<file path="src/rtl/demux4_router_if.sv">
// Handshake bundle between the single-stream source and the four-port router.
// master = the producer/consumers side, slave = the router itself.
interface demux4_router_if #(
    parameter int SIZE = 32
);
    logic            InValid;
    logic            InReady;
    logic [1:0]      Sel;
    logic [SIZE-1:0] In;
    logic [3:0]      OutValid;
    logic [3:0]      OutReady;
    logic [SIZE-1:0] Out00;
    logic [SIZE-1:0] Out01;
    logic [SIZE-1:0] Out10;
    logic [SIZE-1:0] Out11;
    logic            Empty;

    modport master (
        output InValid, Sel, In, OutReady,
        input  InReady, OutValid, Out00, Out01, Out10, Out11, Empty
    );

    modport slave (
        input  InValid, Sel, In, OutReady,
        output InReady, OutValid, Out00, Out01, Out10, Out11, Empty
    );
endinterface

</file>
<file path="src/rtl/demux4_router.sv">
// Routes one SIZE-bit input stream to four output ports, each buffered by a
// 2-entry FIFO so a stalled consumer never blocks traffic to the other ports.
module demux4_router #(
    parameter int SIZE = 32
) (
    input  logic          Clk,
    input  logic          Reset_n,
    demux4_router_if.slave bus
);

    logic [1:0]      cnt_q  [4];
    logic [1:0]      cnt_d  [4];
    logic            wptr_q [4];
    logic            wptr_d [4];
    logic            rptr_q [4];
    logic            rptr_d [4];
    logic [SIZE-1:0] mem_q  [4][2];
    logic [SIZE-1:0] mem_d  [4][2];
    logic [SIZE-1:0] head   [4];
    logic [3:0]      port_push;
    logic [3:0]      port_pop;
    logic            in_ready;
    logic            push;

    // Ready looks only at the registered count of the addressed port.
    always_comb begin
        // NOTE: every variable gets a default before any branch, so no latch can be inferred.
        in_ready = (cnt_q[bus.Sel] != 2'd2);
        push     = bus.InValid && in_ready;
        for (int p = 0; p < 4; p++) begin
            port_push[p] = push && (bus.Sel == p[1:0]);
            port_pop[p]  = (cnt_q[p] != 2'd0) && bus.OutReady[p];
            cnt_d[p]     = cnt_q[p];
            wptr_d[p]    = wptr_q[p];
            rptr_d[p]    = rptr_q[p];
            mem_d[p][0]  = mem_q[p][0];
            mem_d[p][1]  = mem_q[p][1];
            if (port_push[p]) begin
                mem_d[p][wptr_q[p]] = bus.In;
                wptr_d[p]           = ~wptr_q[p];
            end
            if (port_pop[p]) begin
                rptr_d[p] = ~rptr_q[p];
            end
            case ({port_push[p], port_pop[p]})
                2'b10:   cnt_d[p] = cnt_q[p] + 2'd1;
                2'b01:   cnt_d[p] = cnt_q[p] - 2'd1;
                default: cnt_d[p] = cnt_q[p];
            endcase
        end
    end

    always_ff @(posedge Clk or negedge Reset_n) begin
        if (!Reset_n) begin
            for (int p = 0; p < 4; p++) begin
                cnt_q[p]  <= 2'd0;
                wptr_q[p] <= 1'b0;
                rptr_q[p] <= 1'b0;
            end
        end else begin
            // NOTE: non-blocking assignments keep all state updates simultaneous at the edge.
            for (int p = 0; p < 4; p++) begin
                cnt_q[p]  <= cnt_d[p];
                wptr_q[p] <= wptr_d[p];
                rptr_q[p] <= rptr_d[p];
            end
        end
    end

    // NOTE: storage is not reset; a zero count masks stale slots, so a reset drops every word.
    always_ff @(posedge Clk) begin
        for (int p = 0; p < 4; p++) begin
            mem_q[p][0] <= mem_d[p][0];
            mem_q[p][1] <= mem_d[p][1];
        end
    end

    always_comb begin
        for (int p = 0; p < 4; p++) begin
            head[p] = (cnt_q[p] != 2'd0) ? mem_q[p][rptr_q[p]] : '0;
        end
    end

    assign bus.InReady     = in_ready;
    assign bus.OutValid[0] = (cnt_q[0] != 2'd0);
    assign bus.OutValid[1] = (cnt_q[1] != 2'd0);
    assign bus.OutValid[2] = (cnt_q[2] != 2'd0);
    assign bus.OutValid[3] = (cnt_q[3] != 2'd0);
    assign bus.Out00       = head[0];
    assign bus.Out01       = head[1];
    assign bus.Out10       = head[2];
    assign bus.Out11       = head[3];
    assign bus.Empty       = (cnt_q[0] == 2'd0) && (cnt_q[1] == 2'd0) &&
                             (cnt_q[2] == 2'd0) && (cnt_q[3] == 2'd0);

endmodule

</file>
<file path="src/flat_wrapper.sv">
// flat-port wrapper written by rule: the top's interface ports become plain ports
module demux4_router_flat 
#(
    parameter int SIZE = 32
)
  (Clk, Reset_n, bus_InValid, bus_Sel, bus_In, bus_OutReady, bus_InReady, bus_OutValid, bus_Out00, bus_Out01, bus_Out10, bus_Out11, bus_Empty);
  demux4_router_if #(.SIZE(SIZE)) bus_i ();
  input  logic Clk;
  input  logic Reset_n;
  input wire logic [$bits(bus_i.InValid)-1:0] bus_InValid;
  input wire logic [$bits(bus_i.Sel)-1:0] bus_Sel;
  input wire logic [$bits(bus_i.In)-1:0] bus_In;
  input wire logic [$bits(bus_i.OutReady)-1:0] bus_OutReady;
  output wire logic [$bits(bus_i.InReady)-1:0] bus_InReady;
  output wire logic [$bits(bus_i.OutValid)-1:0] bus_OutValid;
  output wire logic [$bits(bus_i.Out00)-1:0] bus_Out00;
  output wire logic [$bits(bus_i.Out01)-1:0] bus_Out01;
  output wire logic [$bits(bus_i.Out10)-1:0] bus_Out10;
  output wire logic [$bits(bus_i.Out11)-1:0] bus_Out11;
  output wire logic [$bits(bus_i.Empty)-1:0] bus_Empty;
  assign bus_i.InValid = bus_InValid;
  assign bus_i.Sel = bus_Sel;
  assign bus_i.In = bus_In;
  assign bus_i.OutReady = bus_OutReady;
  assign bus_InReady = bus_i.InReady;
  assign bus_OutValid = bus_i.OutValid;
  assign bus_Out00 = bus_i.Out00;
  assign bus_Out01 = bus_i.Out01;
  assign bus_Out10 = bus_i.Out10;
  assign bus_Out11 = bus_i.Out11;
  assign bus_Empty = bus_i.Empty;
  demux4_router #(.SIZE(SIZE)) u_core (.Clk(Clk), .Reset_n(Reset_n), .bus(bus_i));
endmodule
</file>
<file path="config.mk">
export PLATFORM = sky130hd
export DESIGN_NAME = demux4_router_flat
export DESIGN_NICKNAME = d
export VERILOG_FILES = /design/src/rtl/demux4_router_if.sv /design/src/rtl/demux4_router.sv /design/src/flat_wrapper.sv
export SDC_FILE = /design/constraint.sdc
export NUM_CORES = 1
export LEC_CHECK = 0
export ABC_AREA = 1
export CORE_MARGIN = 2
export CORE_UTILIZATION = 30
export DETAILED_ROUTE_END_ITERATION = 16
export PLACE_DENSITY = 0.56
export SYNTH_ARGS = -nofsm -noshare
export SYNTH_HDL_FRONTEND = slang
export SYNTH_SLANG_ARGS = --single-unit
</file>
<file path="constraint.sdc">
create_clock -name Clk -period 5.05 [get_ports Clk]
set_input_delay 0.7575 -clock Clk [delete_from_list [all_inputs] [get_ports Clk]]
set_output_delay 0.7575 -clock Clk [all_outputs]
set_load 0.01 [all_outputs]
</file>
=== After elaboration in Yosys (flattened, before gate mapping) ===
Memory sizes are Yosys's and may differ from the RTL's.
Cells that the tools add are included.

* Add/subtract/negate cells: 8
* Magnitude comparators: 13
* Equality and inequality tests: 12
* Mux-type cells: 39
* Bitwise operators: 17
* Reduce and logical (&&, ||, !) cells: 29

{| class="wikitable"
|+ Operators with widths
! operator !! number
|-
| $mux W32 || 20
|-
| $bwmux W64 || 4
|-
| $mux W64 || 4
|-
| $demux W32 S1 || 4
|-
| $ge A2 B2 Y1 const B || 8
|-
| $logic_and A1 B1 Y1 || 16
|-
| $not A1 Y2 || 8
|-
| $pmux W2 S2 || 4
|-
| $reduce_bool A2 Y1 || 8
|-
| $eq A2 B2 Y1 const B || 6
|-
| $eq A2 B1 Y1 const B || 5
|-
| $logic_not A2 Y1 || 5
|-
| $add A2 B1 Y2 const B || 4
|-
| $lt A2 B1 Y1 const B || 4
|-
| $not A1 Y1 || 8
|-
| $sub A2 B1 Y2 const B || 4
|-
| $bmux W2 S2 || 1
|-
| $mux W2 || 2
|-
| $ge A3 B3 Y1 const B || 1
|-
| $not A2 Y3 || 1
|-
| $ne A2 B2 Y1 const B || 1
|}

* Register bits: 16
* RAM bits: 256
* Bits of input ports: 41
* Memories kept: 1

{| class="wikitable"
|+ Memory list
! name !! words !! bits a word !! rd ports !! clocked after memory_dff !! wr ports !! RTL line !! text
|-
| u_core.mem_q || 4 || 64 || 4 || 0 || 4 || demux4_router.sv:17 || <nowiki>logic [SIZE-1:0] mem_q [4][2];</nowiki>
|}

=== Depth between registers and ports, before layout ===
Gate-level depths: netlist (run 1).

* Depth after elaboration: 9
* Gate-level depth with buffers: 12
* Gate-level depth less buffers: 11

=== Worst setup path before layout (run 1) ===
Ideal clock, no wire load.

* Path type: input to register
* Start: input bus_Sel[0]
* End: memory u_core.mem_q[0][0] (netlist name) (enable)
* Library setup time: 0.421 ns
* Arrival time: 2.775 ns
* Path slack: 1.854 ns
* Stages on the path: 8
* Path buffers: 1
* Cells stage by stage: buf_6 -> nor2_2 -> nand2_1 -> nand2_2 -> nor2_4 -> nand2_4 -> nand3_2 -> nor2_1

{| class="wikitable"
|+ RTL lines
! element !! RTL line !! text
|-
| start: declaration || flat_wrapper.sv:11 || <nowiki>input wire logic [$bits(bus_i.Sel)-1:0] bus_Sel;</nowiki>
|-
| end: declaration || demux4_router.sv:17 ||
|}

=== Worst setup path after layout (run 1) ===
* Start: register u_core.rptr_q[1] (netlist name)
* End: output bus_Out10[29]

* Cells in the longest elaborated chain, start to end: 5

{| class="wikitable"
|+ RTL lines
! element !! RTL line !! text
|-
| start: declaration || demux4_router.sv:15 || <nowiki>logic rptr_q [4];</nowiki>
|-
| start signal: indexed assignment || demux4_router.sv:65 || <nowiki>rptr_q[p] <= rptr_d[p];</nowiki>
|-
| $not A1 Y2 (implied by the code) || demux4_router.sv:80 || <nowiki>head[p] = (cnt_q[p] != 2'd0) ? mem_q[p][rptr_q[p]] : '0;</nowiki>
|-
| $mux W32 (implied by the code) (3 in series) || demux4_router.sv:80 ||
|-
| $mux W32 || demux4_router.sv:80 ||
|-
| end: declaration || flat_wrapper.sv:18 || <nowiki>output wire logic [$bits(bus_i.Out10)-1:0] bus_Out10;</nowiki>
|}

Every way passes these cells. The select of a mux whose other input is x is not followed.

==> results.cfg, run 1 <==
[floorplanning]
chipHeight_um = 190
start_util_pct = 30.3
fp.dieArea_um2 = 36300
design.core.area_um2 = 34400
io_pins = 175
width_of_the_die_um = 190
row_count = 68

[clock_network]
number_of_instances_resized_during_post_cts_repair = 0
max-clock-path-buffers = 3
cts.repair_timing.setup_buffer_count = 0
clock_root_cell = sky130_fd_sc_hd__clkbuf_16
clkTransAtPathRegs_ns = 0.06
clock_sink_count = 272
cts-buffers-inserted = 30
cts_tree = done
hold_buffers = 0
htree_num_levels = 1
worstSkewPairLatency_ns = 0.55

[synthesis]
post_synth.cell_area_avg_um2 = 13.1
synth_top_flop_cell = sky130_fd_sc_hd__edfxtp_1
synth.yosys.seq_area_share_pct = 77.6
ys_ff_latch = 272
ys.warnings.count = 0
yosysTopAreaCellShare_pct = 73.7
syn_nets = 842
netlist.top_cell.by_area = sky130_fd_sc_hd__edfxtp_1
synth-async-reset-ratio_pct = 5.88
netlist-cell-type-count = 22
post_synth_main_area_contributors = sky130_fd_sc_hd__edfxtp_1, sky130_fd_sc_hd__nand2_1, sky130_fd_sc_hd__a21oi_1
post_synth_instance_area_um2 = 10400
synth_cells = 797
synth_enable_flop_cells = 256

[global_routing]
grt_pass1_wl_um = 41700
total_global_route_track_usage_pct = 15.5
antenna_found_initial = 0
met2_usage_pct = 26.2
globalRoute.busiestLayer = met2
grt_util_met1_pct = 21.4
groute.layer.met3.usage_pct = 2.04
grt_start_max_net_pins = 35
first_global_vias = 6452
grt_overflow = 0

[timing]
fin_hold_viols = 0
worstMarginPinSlew_ns = 1.26
max_clock_skew_ns = 0.0106
max_clock_freq_ghz = 0.234
timing.setup.tns_ns = 0
relSlewSlack_pct = 15.3
worst_hold_slack_ns = 0.480
min_period_over_period_pct = 84.6
timing_max_transition_violations_final = 0
report.final.setup_viol = 0
grt_setup_unrepaired = false
finalCriticalPeriod_ns = 4.27

[route]
drc_viols = 0
detail-route-antenna-nets = 0
detail_route.wirelength_um = 28500
detail_route.iter0.violations = 380
detail_route.first_pass.iterations = 4
detail_route.wl_per_cell_um = 19.9
detail_route.vias_per_cell = 4.61
total_number_of_vias = 6623

[min_path]
hold_path_end = u_core.wptr_q[3]
timing.hold.worst.class = flop to flop
min_path_cells = 2
source_of_the_worst_hold_timing_path = u_core.wptr_q[3]

[finish]
layout-area-overhead-vs-synth_pct = 29.8
final_core_utilization_pct = 39.4
layout.cells.most_common = sky130_fd_sc_hd__nand2_1
stdcell_count = 1436
final_cell_mix = sky130_fd_sc_hd__nand2_1, sky130_fd_sc_hd__edfxtp_1, sky130_fd_sc_hd__clkdlybuf4s50_1, sky130_fd_sc_hd__a21oi_1, sky130_fd_sc_hd__clkbuf_16
post_route_cells_drive_above_1_share_pct = 7.34
n_antenna_cell = 0
nNetsFinal = 1008

[run_status]
outcome = finished, final reports clean

[pwr]
irDropWorstVdd_mv = 0.257
p_leak_nw = 4.71
pwr_density_cell_nw_per_um2 = 590
finalPower_w = 0.00798

[critical_path]
end_kind = output port
rr_worst_depth = 6
required_ns = 4.29
critical_path_arrival_ns = 3.51
path_class = flop to output port
r2r-end = u_core.mem_q[0][94]
worstSetupStartpointType = flop
ff2ff_setup_slack_ns = 2.77
critical_path.reg2reg.startpoint = u_core.cnt_q[4]
path_max_fanout = 34

[placement]
place_hpwl_um = 17800
post-place-cells = 1386
port_buffers = 174
gp_congestion = 0.722

[flow_run]
drv_cap = 0
layout make-up:
type | count | area (um2)
sequential | 272 | 8090
timing repair buffer | 176 | 1760
clock buffer | 35 | 791
tap | 455 | 569
clock inverter | 15 | 126
multi-input combinational | 458 | 2100
fill | 3306 | 20800
inverter | 25 | 93.8
Yosys cell counts (3+ instances only):
cell type,number
sky130_fd_sc_hd__o21ai_0,4
sky130_fd_sc_hd__nand2_1,276
sky130_fd_sc_hd__nor2_2,3
sky130_fd_sc_hd__dfrtp_1,16
sky130_fd_sc_hd__xnor2_1,7
sky130_fd_sc_hd__buf_2,20
sky130_fd_sc_hd__nand3_2,4
sky130_fd_sc_hd__nand4_1,4
sky130_fd_sc_hd__nor2_1,11
sky130_fd_sc_hd__xor2_1,5
sky130_fd_sc_hd__inv_2,4
sky130_fd_sc_hd__ha_1,4
sky130_fd_sc_hd__inv_1,21
sky130_fd_sc_hd__clkbuf_1,21
sky130_fd_sc_hd__edfxtp_1,256
sky130_fd_sc_hd__nand3_1,3
sky130_fd_sc_hd__a21oi_1,132
worst max-delay path, cell delays in order, from the launching register on:
cell and delay [ns]:
sky130_fd_sc_hd__dfrtp_2 0.80, sky130_fd_sc_hd__clkinv_1 1.20, sky130_fd_sc_hd__nand2_1 0.29, sky130_fd_sc_hd__a21oi_1 0.13, sky130_fd_sc_hd__clkdlybuf4s50_1 0.54
power by group:
part	internal [W]	leakage, nW	switching [W]
clock network	0.00121	0.453	0.000847
registers	0.00268	2.50	0.000288
logic	0.00133	1.75	0.00163
total	0.00522	4.71	0.00276
sequential cells by signal, summed over array words and instances (netlist names):
| signal | count |
|---|---|
| u_core.mem_q | 256 |
| u_core.cnt_q | 8 |
| u_core.rptr_q | 4 |
| u_core.wptr_q | 4 |
per-stage QoR:
| step | worst slack, ns | instance area (um2) |
|---|---|---|
| floorplan | 1.85 | 10400 |
| global placement | 1.28 | 12600 |
| detailed placement | 1.27 | 12600 |
| CTS | 0.681 | 13500 |
| global route | 0.495 | 13500 |
| finish | 0.778 | 13500 |
layer usage:
metal  vias up  wire length, um
met3        26             1360
met1      3332            12900
met5         -                0
li1       3104                -
met4         0              377
met2       161            13900
worst max-delay path by stage:
stage | startpoint | to | depth (start not counted) | slack, ns
after global routing | u_core.rptr_q[1] | bus_Out10[17] | 4 | 0.50
final | u_core.rptr_q[1] | bus_Out10[29] | 4 | 0.78
after CTS | u_core.rptr_q[1] | bus_Out10[25] | 4 | 0.68
after detailed placement | u_core.rptr_q[1] | bus_Out10[25] | 4 | 1.27
after floorplan | bus_Sel[0] | u_core.mem_q[0][0] | 8 | 1.85
after global placement | u_core.rptr_q[1] | bus_Out10[22] | 4 | 1.28
cell families (layout without fill, tap and decap cells):
logic type / after synthesis / in the layout / share of synthesized area [%]
AO/OA/AOI/OAI: 136 / 136 / 6.53
XOR/XNOR: 12 / 12 / 1.01
adder cells (fa/ha/maj): 4 / 4 / 0.480
buffers and inverters: 67 / 251 / 2.72
flip-flops: 272 / 272 / 77.6
AND/OR/NAND/NOR: 306 / 306 / 11.7
(Power assumes the default switching activity.)
==> inputs of run 2 (changes only) <==
PLACE_DENSITY = 0.58   (was 0.56)
clock period = 3.65 ns   (was 5.05 ns; I/O delays follow)
==> results.cfg, run 2 (same netlist as run 1, synthesis figures left out) <==
[timing]
relSlewSlack_pct = 28.5
report.final.setup_viol = 0
post-route-worst-setup-slack_ns = 0.319
grt_setup_unrepaired = false
min_period_over_period_pct = 91.3
worstMarginPinSlew_ns = 1.07
finalCriticalPeriod_ns = 3.33
max_clock_skew_ns = 0.0125
max_clock_freq_ghz = 0.300
fin_hold_viols = 0
timing.setup.tns_ns = 0
timing_max_transition_violations_final = 0

[pwr]
power.sequential.fraction_pct = 34.6
p_switching_w = 0.00388
p_leak_nw = 4.81
switching_share_pct = 34.7
clock_power_share_pct = 25.4
irDropWorstVdd_mv = 0.437
comb_power_share_pct = 40.0
pwr_density_cell_nw_per_um2 = 814
cellInternalPower_w = 0.00730

[clock_network]
htree_num_levels = 1
max-clock-path-buffers = 3
cts.repair_timing.setup_buffer_count = 0
clock_sink_count = 272
worstSkewPairLatency_ns = 0.54
clock_root_cell = sky130_fd_sc_hd__clkbuf_16
clkTransAtPathRegs_ns = 0.06
number_of_instances_resized_during_post_cts_repair = 0
cts-buffers-inserted = 29
cts_tree = done
hold_buffers = 0

[global_routing]
grt_overflow = 0
total_global_route_track_usage_pct = 15.3
first_global_vias = 6439
antenna_found_initial = 0
grt_start_max_net_pins = 34
grt_pass1_wl_um = 41500

[finish]
layout-area-overhead-vs-synth_pct = 31.7
largestRegisters = u_core.mem_q: 256 flops, u_core.cnt_q: 8 flops
layout.cells.most_common = sky130_fd_sc_hd__nand2_1
largest_register = u_core.mem_q
nNetsFinal = 1028
final_cell_mix = sky130_fd_sc_hd__nand2_1, sky130_fd_sc_hd__edfxtp_1, sky130_fd_sc_hd__clkdlybuf4s50_1, sky130_fd_sc_hd__a21oi_1, sky130_fd_sc_hd__clkbuf_16
post_route_cells_drive_above_1_share_pct = 9.05
n_antenna_cell = 0
fillCellCount = 3224
largest_register_ffs = 256

[critical_path]
end_kind = output port
required_ns = 3.10
path_max_fanout = 25
worstSetupStartpointType = flop
path_class = flop to output port
critical_path_arrival_ns = 2.78

[route]
detail_route.iter0.violations = 377
detail_route.first_pass.iterations = 5
drc_viols = 0
detail_route.wl_per_cell_um = 19.4
total_number_of_vias = 6744
detail_route.wirelength_um = 28300
detail-route-antenna-nets = 0
detail_route.vias_per_cell = 4.62

[flow_run]
drv_cap = 0

[placement]
post-place-ws_ns = 0.746
place_hpwl_um = 19000
port_buffers = 174
gp_congestion = 0.785

[floorplanning]
row_count = 68
width_of_the_die_um = 190
fp.dieArea_um2 = 36300
io_pins = 175
design.core.area_um2 = 34400
chipHeight_um = 190
start_util_pct = 30.3

[run_status]
outcome = finished, final reports clean

[min_path]
timing.hold.worst.class = input pin to async pin
-- run 2: layer usage --
layer | part of all wire (%) | wire length (um) | vias up | track usage (%)
li1 | - | - | 3150 | -
met1 | 43 | 12200 | 3324 | 20.9
met2 | 49 | 13900 | 231 | 25.8
met3 | 6.0 | 1690 | 39 | 2.02
met4 | 1.9 | 535 | 0 | 3.91
met5 | 0 | 0 | - | 0
-- run 2: per-stage QoR --
stage | hold WS [ns] | utilization (%) | total power [W] | std cells | instance area, um2
after floorplan | 0.252 | - | 0.00587 | 797 | 10400
after detailed placement | 0.459 | 37.3 | 0.00847 | 1407 | 12800
final | 0.454 | 39.9 | 0.0112 | 1461 | 13700
after global routing | 0.504 | 39.9 | 0.0118 | 1461 | 13700
after CTS | 0.474 | 39.9 | 0.0113 | 1461 | 13700
after global placement | 0.456 | 37.3 | 0.00846 | 1407 | 12800
-- run 2: path summary, 6_finish.rpt --
check | to | start | slack (ns) | depth (start not counted)
max in group asynchronous | u_core.rptr_q[1] | Reset_n | 2.66 | 1
min in group Clk | u_core.wptr_q[3] | u_core.wptr_q[3] | 0.48 | 2
setup reg to reg | u_core.cnt_q[3] | u_core.cnt_q[2] | 1.48 | 7
hold reg to reg | u_core.wptr_q[3] | u_core.wptr_q[3] | 0.48 | 2
setup / recovery | bus_Out11[2] | u_core.rptr_q[0] | 0.32 | 5
hold / removal | u_core.cnt_q[7] | Reset_n | 0.45 | 1
-- run 2: worst max-delay path, cell delays in order (launching register included) --
cell and delay [ns]:
sky130_fd_sc_hd__dfrtp_2 0.40, sky130_fd_sc_hd__inv_1 0.67, sky130_fd_sc_hd__buf_4 0.27, sky130_fd_sc_hd__nand2_1 0.05, sky130_fd_sc_hd__a21oi_1 0.23, sky130_fd_sc_hd__clkdlybuf4s50_1 0.59
-- run 2: power groups by stage --
stage / Clock [W] / Sequential (W) / Combinational [W]
after floorplan: 0 / 0.00386 / 0.00201
after global placement: 0 / 0.00393 / 0.00453
after detailed placement: 0 / 0.00393 / 0.00453
after CTS: 0.00290 / 0.00387 / 0.00457
after global routing: 0.00301 / 0.00390 / 0.00484
final: 0.00283 / 0.00387 / 0.00447
-- run 2: final cells by class --
type | count | area [um2] | share of cell area, %
clock buffers | 32 | 737 | 5.37
clock inverters | 22 | 185 | 1.35
inverters | 25 | 93.8 | 0.683
multi-input cells | 458 | 2100 | 15.3
flip-flops and latches | 272 | 8090 | 58.9
well taps | 455 | 569 | 4.15
repair buffers | 197 | 1950 | 14.2
